===== src/rtl/lc4_alu_wb_if.sv =====
// Bundle of the ALU-side and writeback-side signals of lc4_alu_wb.
// The master modport belongs to the agent that presents ALU ops and consumes
// writeback entries. The slave modport belongs to the writeback block.
interface lc4_alu_wb_if #(
    parameter int WORD_SIZE = 64,
    parameter int INSN      = 19,
    parameter int IADDR     = 10
);
    // upstream ALU op
    logic                 i_valid;
    logic                 o_ready;
    logic [INSN:0]        i_insn;
    logic [IADDR:0]       i_pc;
    logic [WORD_SIZE-1:0] i_r1data;
    logic [WORD_SIZE-1:0] i_r2data;
    logic [WORD_SIZE-1:0] i_result;
    logic                 o_carry;

    // downstream writeback entry
    logic                 o_valid;
    logic                 i_wb_ready;
    logic [WORD_SIZE-1:0] o_result;
    logic                 o_wen;
    logic [2:0]           o_wsel;
    logic                 o_nzp_we;
    logic [2:0]           o_nzp;

    modport master (
        output i_valid, i_insn, i_pc, i_r1data, i_r2data, i_result, i_wb_ready,
        input  o_ready, o_carry, o_valid, o_result, o_wen, o_wsel, o_nzp_we, o_nzp
    );

    modport slave (
        input  i_valid, i_insn, i_pc, i_r1data, i_r2data, i_result, i_wb_ready,
        output o_ready, o_carry, o_valid, o_result, o_wen, o_wsel, o_nzp_we, o_nzp
    );
endinterface


===== src/rtl/lc4_alu_wb.sv =====
// LC4 ALU writeback stage: registers the ALU result together with its
// register/NZP write controls in a 2-entry in-order skid buffer, and owns the
// architectural carry flag that feeds back into the ALU.
module lc4_alu_wb #(
    parameter int WORD_SIZE = 64,
    parameter int INSN      = 19,
    parameter int IADDR     = 10
) (
    input logic          clk,
    input logic          rst,
    lc4_alu_wb_if.slave  bus
);

    typedef struct packed {
        logic signed [WORD_SIZE-1:0] result;
        logic                        wen;
        logic [2:0]                  wsel;
        logic                        nzp_we;
        logic [2:0]                  nzp;
    } wb_ent_t;

    localparam logic [3:0] OP_ARITH   = 4'b0001;
    localparam logic [3:0] OP_CMP     = 4'b0010;
    localparam logic [3:0] OP_LOGIC   = 4'b0101;
    localparam logic [3:0] OP_CONST   = 4'b1001;
    localparam logic [3:0] OP_HICONST = 4'b1101;
    localparam logic [3:0] OP_SHIFT   = 4'b1010;

    // {N,Z,P} of a result; exactly one bit is ever set.
    function automatic logic [2:0] nzp_of(input logic signed [WORD_SIZE-1:0] r);
        logic n;
        logic z;
        n = r[WORD_SIZE-1];
        z = (r == '0);
        return {n, z, !n && !z};
    endfunction

    // Ops that write the register file (and therefore also the NZP flags).
    function automatic logic writes_reg(input logic [3:0] op);
        case (op)
            OP_ARITH, OP_LOGIC, OP_CONST, OP_HICONST, OP_SHIFT: return 1'b1;
            default:                                            return 1'b0;
        endcase
    endfunction

    // Carry after accepting an op: ADD produces its carry-out, SDR1/SDR2 shift
    // the LSB of their source operand into carry, everything else preserves it.
    function automatic logic carry_next(
        input logic [3:0]           op,
        input logic [2:0]           sub,
        input logic [WORD_SIZE-1:0] r1,
        input logic [WORD_SIZE-1:0] r2,
        input logic                 cur
    );
        logic [WORD_SIZE:0] sum;
        sum = {1'b0, r1} + {1'b0, r2};
        if (op == OP_ARITH && sub == 3'b000)
            return sum[WORD_SIZE];
        else if (op == OP_ARITH && sub == 3'b011)
            return r1[0];
        else if (op == OP_SHIFT && sub[2:1] == 2'b11)
            return r2[0];
        else
            return cur;
    endfunction

    logic [3:0] op_p0;
    logic [2:0] sub_p0;
    wb_ent_t    ent_p0;
    logic       accept_p0;
    logic       xfer_p1;

    wb_ent_t    out_p1;
    wb_ent_t    skid_p1;
    logic       vld_p1;
    logic       skid_vld_p1;
    logic       ready_p1;
    logic       carry_p1;

    // Instruction fields not needed for writeback (PC, upper bus bits, rs/rt/imm).
    logic       unused_bits;
    assign unused_bits = ^{bus.i_pc, bus.i_insn[INSN:16], bus.i_insn[8:6], bus.i_insn[2:0]};

    // ---- stage p0: decode the incoming op into a writeback entry ----
    assign op_p0     = bus.i_insn[15:12];
    assign sub_p0    = bus.i_insn[5:3];
    assign accept_p0 = bus.i_valid && ready_p1;
    assign xfer_p1   = vld_p1 && bus.i_wb_ready;

    // Build the entry that an accept would store.
    always_comb begin
        ent_p0        = '0;
        ent_p0.result = bus.i_result;
        ent_p0.wen    = writes_reg(op_p0);
        ent_p0.wsel   = bus.i_insn[11:9];
        ent_p0.nzp_we = writes_reg(op_p0) || (op_p0 == OP_CMP);
        ent_p0.nzp    = nzp_of(bus.i_result);
    end

    // ---- stage p1: output entry + skid entry, carry flag ----
    // Skid buffer occupancy and carry update; ready only depends on skid state.
    always_ff @(posedge clk) begin
        if (rst) begin
            out_p1      <= '0;
            skid_p1     <= '0;
            vld_p1      <= 1'b0;
            skid_vld_p1 <= 1'b0;
            ready_p1    <= 1'b1;
            carry_p1    <= 1'b0;
        end else begin
            if (accept_p0)
                carry_p1 <= carry_next(op_p0, sub_p0, bus.i_r1data, bus.i_r2data, carry_p1);

            case ({vld_p1, skid_vld_p1})
                2'b00: begin
                    if (accept_p0) begin
                        out_p1 <= ent_p0;
                        vld_p1 <= 1'b1;
                    end
                end
                2'b10: begin
                    if (accept_p0 && xfer_p1) begin
                        // Old entry leaves while the new one takes its place.
                        out_p1 <= ent_p0;
                    end else if (accept_p0) begin
                        skid_p1     <= ent_p0;
                        skid_vld_p1 <= 1'b1;
                        ready_p1    <= 1'b0;
                    end else if (xfer_p1) begin
                        vld_p1 <= 1'b0;
                    end
                end
                2'b11: begin
                    // Full: no accept possible, drain skid into output on transfer.
                    if (xfer_p1) begin
                        out_p1      <= skid_p1;
                        skid_vld_p1 <= 1'b0;
                        ready_p1    <= 1'b1;
                    end
                end
                default: begin
                    // Skid without an output entry cannot occur; recover to empty.
                    vld_p1      <= 1'b0;
                    skid_vld_p1 <= 1'b0;
                    ready_p1    <= 1'b1;
                end
            endcase
        end
    end

    assign bus.o_ready  = ready_p1;
    assign bus.o_carry  = carry_p1;
    assign bus.o_valid  = vld_p1;
    assign bus.o_result = out_p1.result;
    assign bus.o_wen    = out_p1.wen;
    assign bus.o_wsel   = out_p1.wsel;
    assign bus.o_nzp_we = out_p1.nzp_we;
    assign bus.o_nzp    = out_p1.nzp;

endmodule


===== src/flat_wrapper.sv =====
// flat-port wrapper written by rule: the top's interface ports become plain ports
module lc4_alu_wb_flat 
#(
    parameter int WORD_SIZE = 64,
    parameter int INSN      = 19,
    parameter int IADDR     = 10
)
  (clk, rst, bus_i_valid, bus_i_insn, bus_i_pc, bus_i_r1data, bus_i_r2data, bus_i_result, bus_i_wb_ready, bus_o_ready, bus_o_carry, bus_o_valid, bus_o_result, bus_o_wen, bus_o_wsel, bus_o_nzp_we, bus_o_nzp);
  lc4_alu_wb_if #(.WORD_SIZE(WORD_SIZE), .INSN(INSN), .IADDR(IADDR)) bus_i ();
  input logic clk;
  input logic rst;
  input wire logic [$bits(bus_i.i_valid)-1:0] bus_i_valid;
  input wire logic [$bits(bus_i.i_insn)-1:0] bus_i_insn;
  input wire logic [$bits(bus_i.i_pc)-1:0] bus_i_pc;
  input wire logic [$bits(bus_i.i_r1data)-1:0] bus_i_r1data;
  input wire logic [$bits(bus_i.i_r2data)-1:0] bus_i_r2data;
  input wire logic [$bits(bus_i.i_result)-1:0] bus_i_result;
  input wire logic [$bits(bus_i.i_wb_ready)-1:0] bus_i_wb_ready;
  output wire logic [$bits(bus_i.o_ready)-1:0] bus_o_ready;
  output wire logic [$bits(bus_i.o_carry)-1:0] bus_o_carry;
  output wire logic [$bits(bus_i.o_valid)-1:0] bus_o_valid;
  output wire logic [$bits(bus_i.o_result)-1:0] bus_o_result;
  output wire logic [$bits(bus_i.o_wen)-1:0] bus_o_wen;
  output wire logic [$bits(bus_i.o_wsel)-1:0] bus_o_wsel;
  output wire logic [$bits(bus_i.o_nzp_we)-1:0] bus_o_nzp_we;
  output wire logic [$bits(bus_i.o_nzp)-1:0] bus_o_nzp;
  assign bus_i.i_valid = bus_i_valid;
  assign bus_i.i_insn = bus_i_insn;
  assign bus_i.i_pc = bus_i_pc;
  assign bus_i.i_r1data = bus_i_r1data;
  assign bus_i.i_r2data = bus_i_r2data;
  assign bus_i.i_result = bus_i_result;
  assign bus_i.i_wb_ready = bus_i_wb_ready;
  assign bus_o_ready = bus_i.o_ready;
  assign bus_o_carry = bus_i.o_carry;
  assign bus_o_valid = bus_i.o_valid;
  assign bus_o_result = bus_i.o_result;
  assign bus_o_wen = bus_i.o_wen;
  assign bus_o_wsel = bus_i.o_wsel;
  assign bus_o_nzp_we = bus_i.o_nzp_we;
  assign bus_o_nzp = bus_i.o_nzp;
  lc4_alu_wb #(.WORD_SIZE(WORD_SIZE), .INSN(INSN), .IADDR(IADDR)) u_core (.clk(clk), .rst(rst), .bus(bus_i));
endmodule

===== config.mk =====
export PLATFORM = sky130hd
export DESIGN_NAME = lc4_alu_wb_flat
export DESIGN_NICKNAME = d
export VERILOG_FILES = /design/src/rtl/lc4_alu_wb_if.sv /design/src/rtl/lc4_alu_wb.sv /design/src/flat_wrapper.sv
export SDC_FILE = /design/constraint.sdc
export NUM_CORES = 1
export LEC_CHECK = 0
export CORE_MARGIN = 4
export CORE_UTILIZATION = 40
export CTS_BUF_LIST = sky130_fd_sc_hd__clkbuf_8
export CTS_CLUSTER_SIZE = 28
export DETAILED_ROUTE_END_ITERATION = 6
export GPL_ROUTABILITY_DRIVEN = 0
export PLACE_DENSITY = 0.78
export RECOVER_POWER = 100
export SETUP_SLACK_MARGIN = 0.05
export SLEW_MARGIN = 20
export SYNTH_ARGS = -nofsm -noshare
export SYNTH_HDL_FRONTEND = slang
export SYNTH_SLANG_ARGS = --single-unit

===== constraint.sdc =====
create_clock -name clk -period 1.6 [get_ports clk]
set_input_delay 0.24 -clock clk [delete_from_list [all_inputs] [get_ports clk]]
set_output_delay 0.24 -clock clk [all_outputs]
set_load 0.1 [all_outputs]

==> results_dict.tcl <==
set metrics [dict create \
    crit_path_max_fanout 49 \
    vias_in_the_first_global_route 8304 \
    worst-setup-path-type "reg -> reg" \
    startpoint_type "flop" \
    chipHeight_um 144 \
    numCtsBuffers 17 \
    hold_path.class "in -> reg" \
    fin_hold_ws_ns 0.0973 \
    critical_path.endpoint_type "flop" \
    worstMarginPinSlew_ns 0.502 \
    drt-vias-per-instance 5.54 \
    grt.overflow.total 0 \
    multiInputGateArea_sq_mm 0.00493 \
    place_ws_ns -0.786 \
    nets 1583 \
    fin_worst_skew_ns 0.0118 \
    route.final.wire_length_um 29200 \
    design.die.area_sq_mm 0.0206 \
    leakage_nw 5.33 \
    cts_root_buffer "clkbuf_8" \
    final.fill_count 1321 \
    core-area_sq_mm 0.0180 \
    netlist.area_leader.share_pct 39.8 \
    cell_accounting_for_the_most_synthesized_area "dfxtp_1" \
    cp.arrival_ns 1.90 \
    grt_max_degree 50 \
    final-hold-violation-count 0 \
    area_growth_pct 69.4 \
    ys_dominant_reg_cell "dfxtp_1" \
    slew_viol_final 0 \
    run_status "completed" \
    clock_insertion_delay_worst_skew_ns 0.46 \
    async_reset_ff_share_pct 0 \
    cts_tree "built" \
    layout.area.seq_sq_mm 0.00293 \
    rsz0062_at_grt "true" \
    floorplan.initialDensity_pct 40.8 \
    io_buffer_count 280 \
    synth_warnings 0 \
    post-route-drc-count 0 \
    finalWorstSetupSlack_ns 0.0452 \
    drt.antenna.violating_nets 0 \
    slew_headroom_pct 66.8 \
    synth.distinct_cells 47 \
    grt_pass1_wl_um 42100 \
    drtIter0Drc 651 \
    finish.utilization_pct 69.1 \
    syn-cell-area_sq_mm 0.00735 \
    vias 8523 \
    detailed_placer_s_ending_hpwl_um 19500 \
    dieWidth_um 144 \
    synth.area.top_cells "dfxtp_1, nand2_1, ha_1" \
    clock_sinks 146 \
    netlist_instances 929 \
    maxCapViolCount 0 \
    clk_pin_slew_ns 0.07 \
    postCtsHoldBufs 0 \
    postSynthNetCount 1219 \
    synth.ff_latch_count 146 \
    avgRoutedWirePerCell_um 18.9 \
    layout-drive-gt1-share_pct 27.8 \
    ctsHtreeMaxLevel 4 \
    synthesis.area_per_instance_sq_um 7.91 \
    timing.final.crit_share_pct 97.2 \
    drtPass1Iterations 5 \
    max_freq_ghz 0.643 \
    required_ns 1.94 \
    clock_tree.buffer_depth 2 \
    antenna_found_initial 2 \
    regToRegSetupSlack_ns 0.05 \
    globalRouteTotalUtil_pct 25.8 \
    peak_supply_drop_v 0.000820 \
    final_period_minus_worst_setup_slack_ns 1.55 \
    synth_enable_flop_cells 0 \
    power.density_cell_area_mw_per_mm2 867 \
    synth.yosys.seq_area_share_pct 39.8 \
    row_count 49 \
    ioPinCount 302 \
    setup_viol 0 \
]
-- timing repair --
| item | 4_1_cts | 5_1_grt |
|---|---|---|
| pin swaps | 76 | 76 |
| resized for setup | 169 | 139 |
| gates cloned | 2 | 5 |
| buffers inserted | 5 | 10 |
| hold endpoints to repair | 0 | 0 |
| endpoints found under the setup margin | 17 | 107 |
-- power breakdown --
group          switching (mW)  internal, mW  leakage (nW)  total [mW]
Clock                    1.38          1.80         0.236        3.19
Combinational            2.34          1.31          3.89        3.65
Sequential              0.118          3.84          1.20        3.96
-- routing by layer --
metal	up-vias	GRT usage [%]	wire, um
li1	4073	-	-
met5	-	0	0
met2	413	45.8	15200
met4	0	12.8	1060
met1	3959	29.3	10500
met3	78	5.42	2450
-- logic make-up (layout without fill, tap and decap cells) --
| logic type | Yosys count | after routing | synth area share (%) |
|---|---|---|---|
| compound gates | 201 | 201 | 18.2 |
| mux | 3 | 3 | 0.408 |
| other cells | 0 | 4 | 0 |
| flops | 146 | 146 | 39.8 |
| fa+ha+maj | 63 | 63 | 10.7 |
| buf+inv | 71 | 448 | 4.46 |
| simple gates | 445 | 445 | 26.5 |
-- metrics by stage --
| step | power (mW) | setup TNS [ns] | cell area [sq um] | cells |
|---|---|---|---|---|
| 2_1_floorplan | 6.09 | -0.185 | 7570 | 929 |
| 3_5_place_dp | 7.94 | -32.62 | 12100 | 1481 |
| 5_1_grt | 11.2 | -0.0296 | 12400 | 1536 |
| 4_1_cts | 11.2 | 0 | 12800 | 1520 |
| 6_report | 10.8 | 0 | 12500 | 1539 |
| 3_3_place_gp | 7.89 | -30.43 | 12100 | 1481 |
-- cell usage after synthesis, types with 8 or more instances --
master    instances
dfxtp_1         146
a21oi_1         101
nor4_1           17
nand2_1         227
o21ai_0           8
ha_1             63
nand4_1          14
a311oi_1         68
nor2_1           88
buf_4            12
buf_2            13
clkbuf_1         45
nand3_1          75
-- registers in the layout, summed over array words and instances (netlist names), 3 cells and up --
register             count
u_core.skid_p1          71
u_core.bus.o_result     63
u_core.bus.o_nzp         3
u_core.bus.o_wsel        3
-- final timing paths --
kind | endpoint | cells past startpoint | start
hold reg to reg | u_core.skid_p1[58] | 2 | u_core.skid_p1[58]
setup / recovery | u_core.bus.o_result[41] | 5 | u_core.bus.o_valid
hold / removal | u_core.skid_p1[21] | 3 | bus_i_result[13]
setup reg to reg | u_core.bus.o_result[41] | 5 | u_core.bus.o_valid
-- layout make-up --
type	instances	area share (%)
timing repair buffer	415	30.9
antenna	4	0.0804
tap	229	2.30
multi-input combinational	712	39.6
clock buffer	20	2.21
sequential	146	23.6
inverter	1	0.0301
clock inverter	12	1.32
-- worst max-delay path, cell delays in order, from the launching register on --
cell,delay [ns]
dfxtp_4,0.38
buf_4,0.18
nand2_1,0.16
buf_12,0.25
nand2_1,0.11
a311oi_1,0.32
-- layout by cell type (no fill, tap or decap), drive strengths merged, types with 2 or more instances in the layout --
cell type	n
a211oi	5
nand2	228
a311oi	69
nor4	19
mux2i	3
clkdlybuf4s15	21
dfxtp	146
nor2	89
bufinv	4
ha	63
clkinv	5
o21ai	9
a221oi	2
dlygate4sd2	67
o21a	3
a31oi	3
nand2b	2
buf	142
and3	2
clkdlybuf4s50	57
clkbuf	106
diode	4
a2bb2oi	2
nand3	75
bufbuf	2
nor3	7
nand4	14
dlymetal6s2s	40
inv	4
a21oi	101
Note: power is estimated with default switching activity, not from simulation.
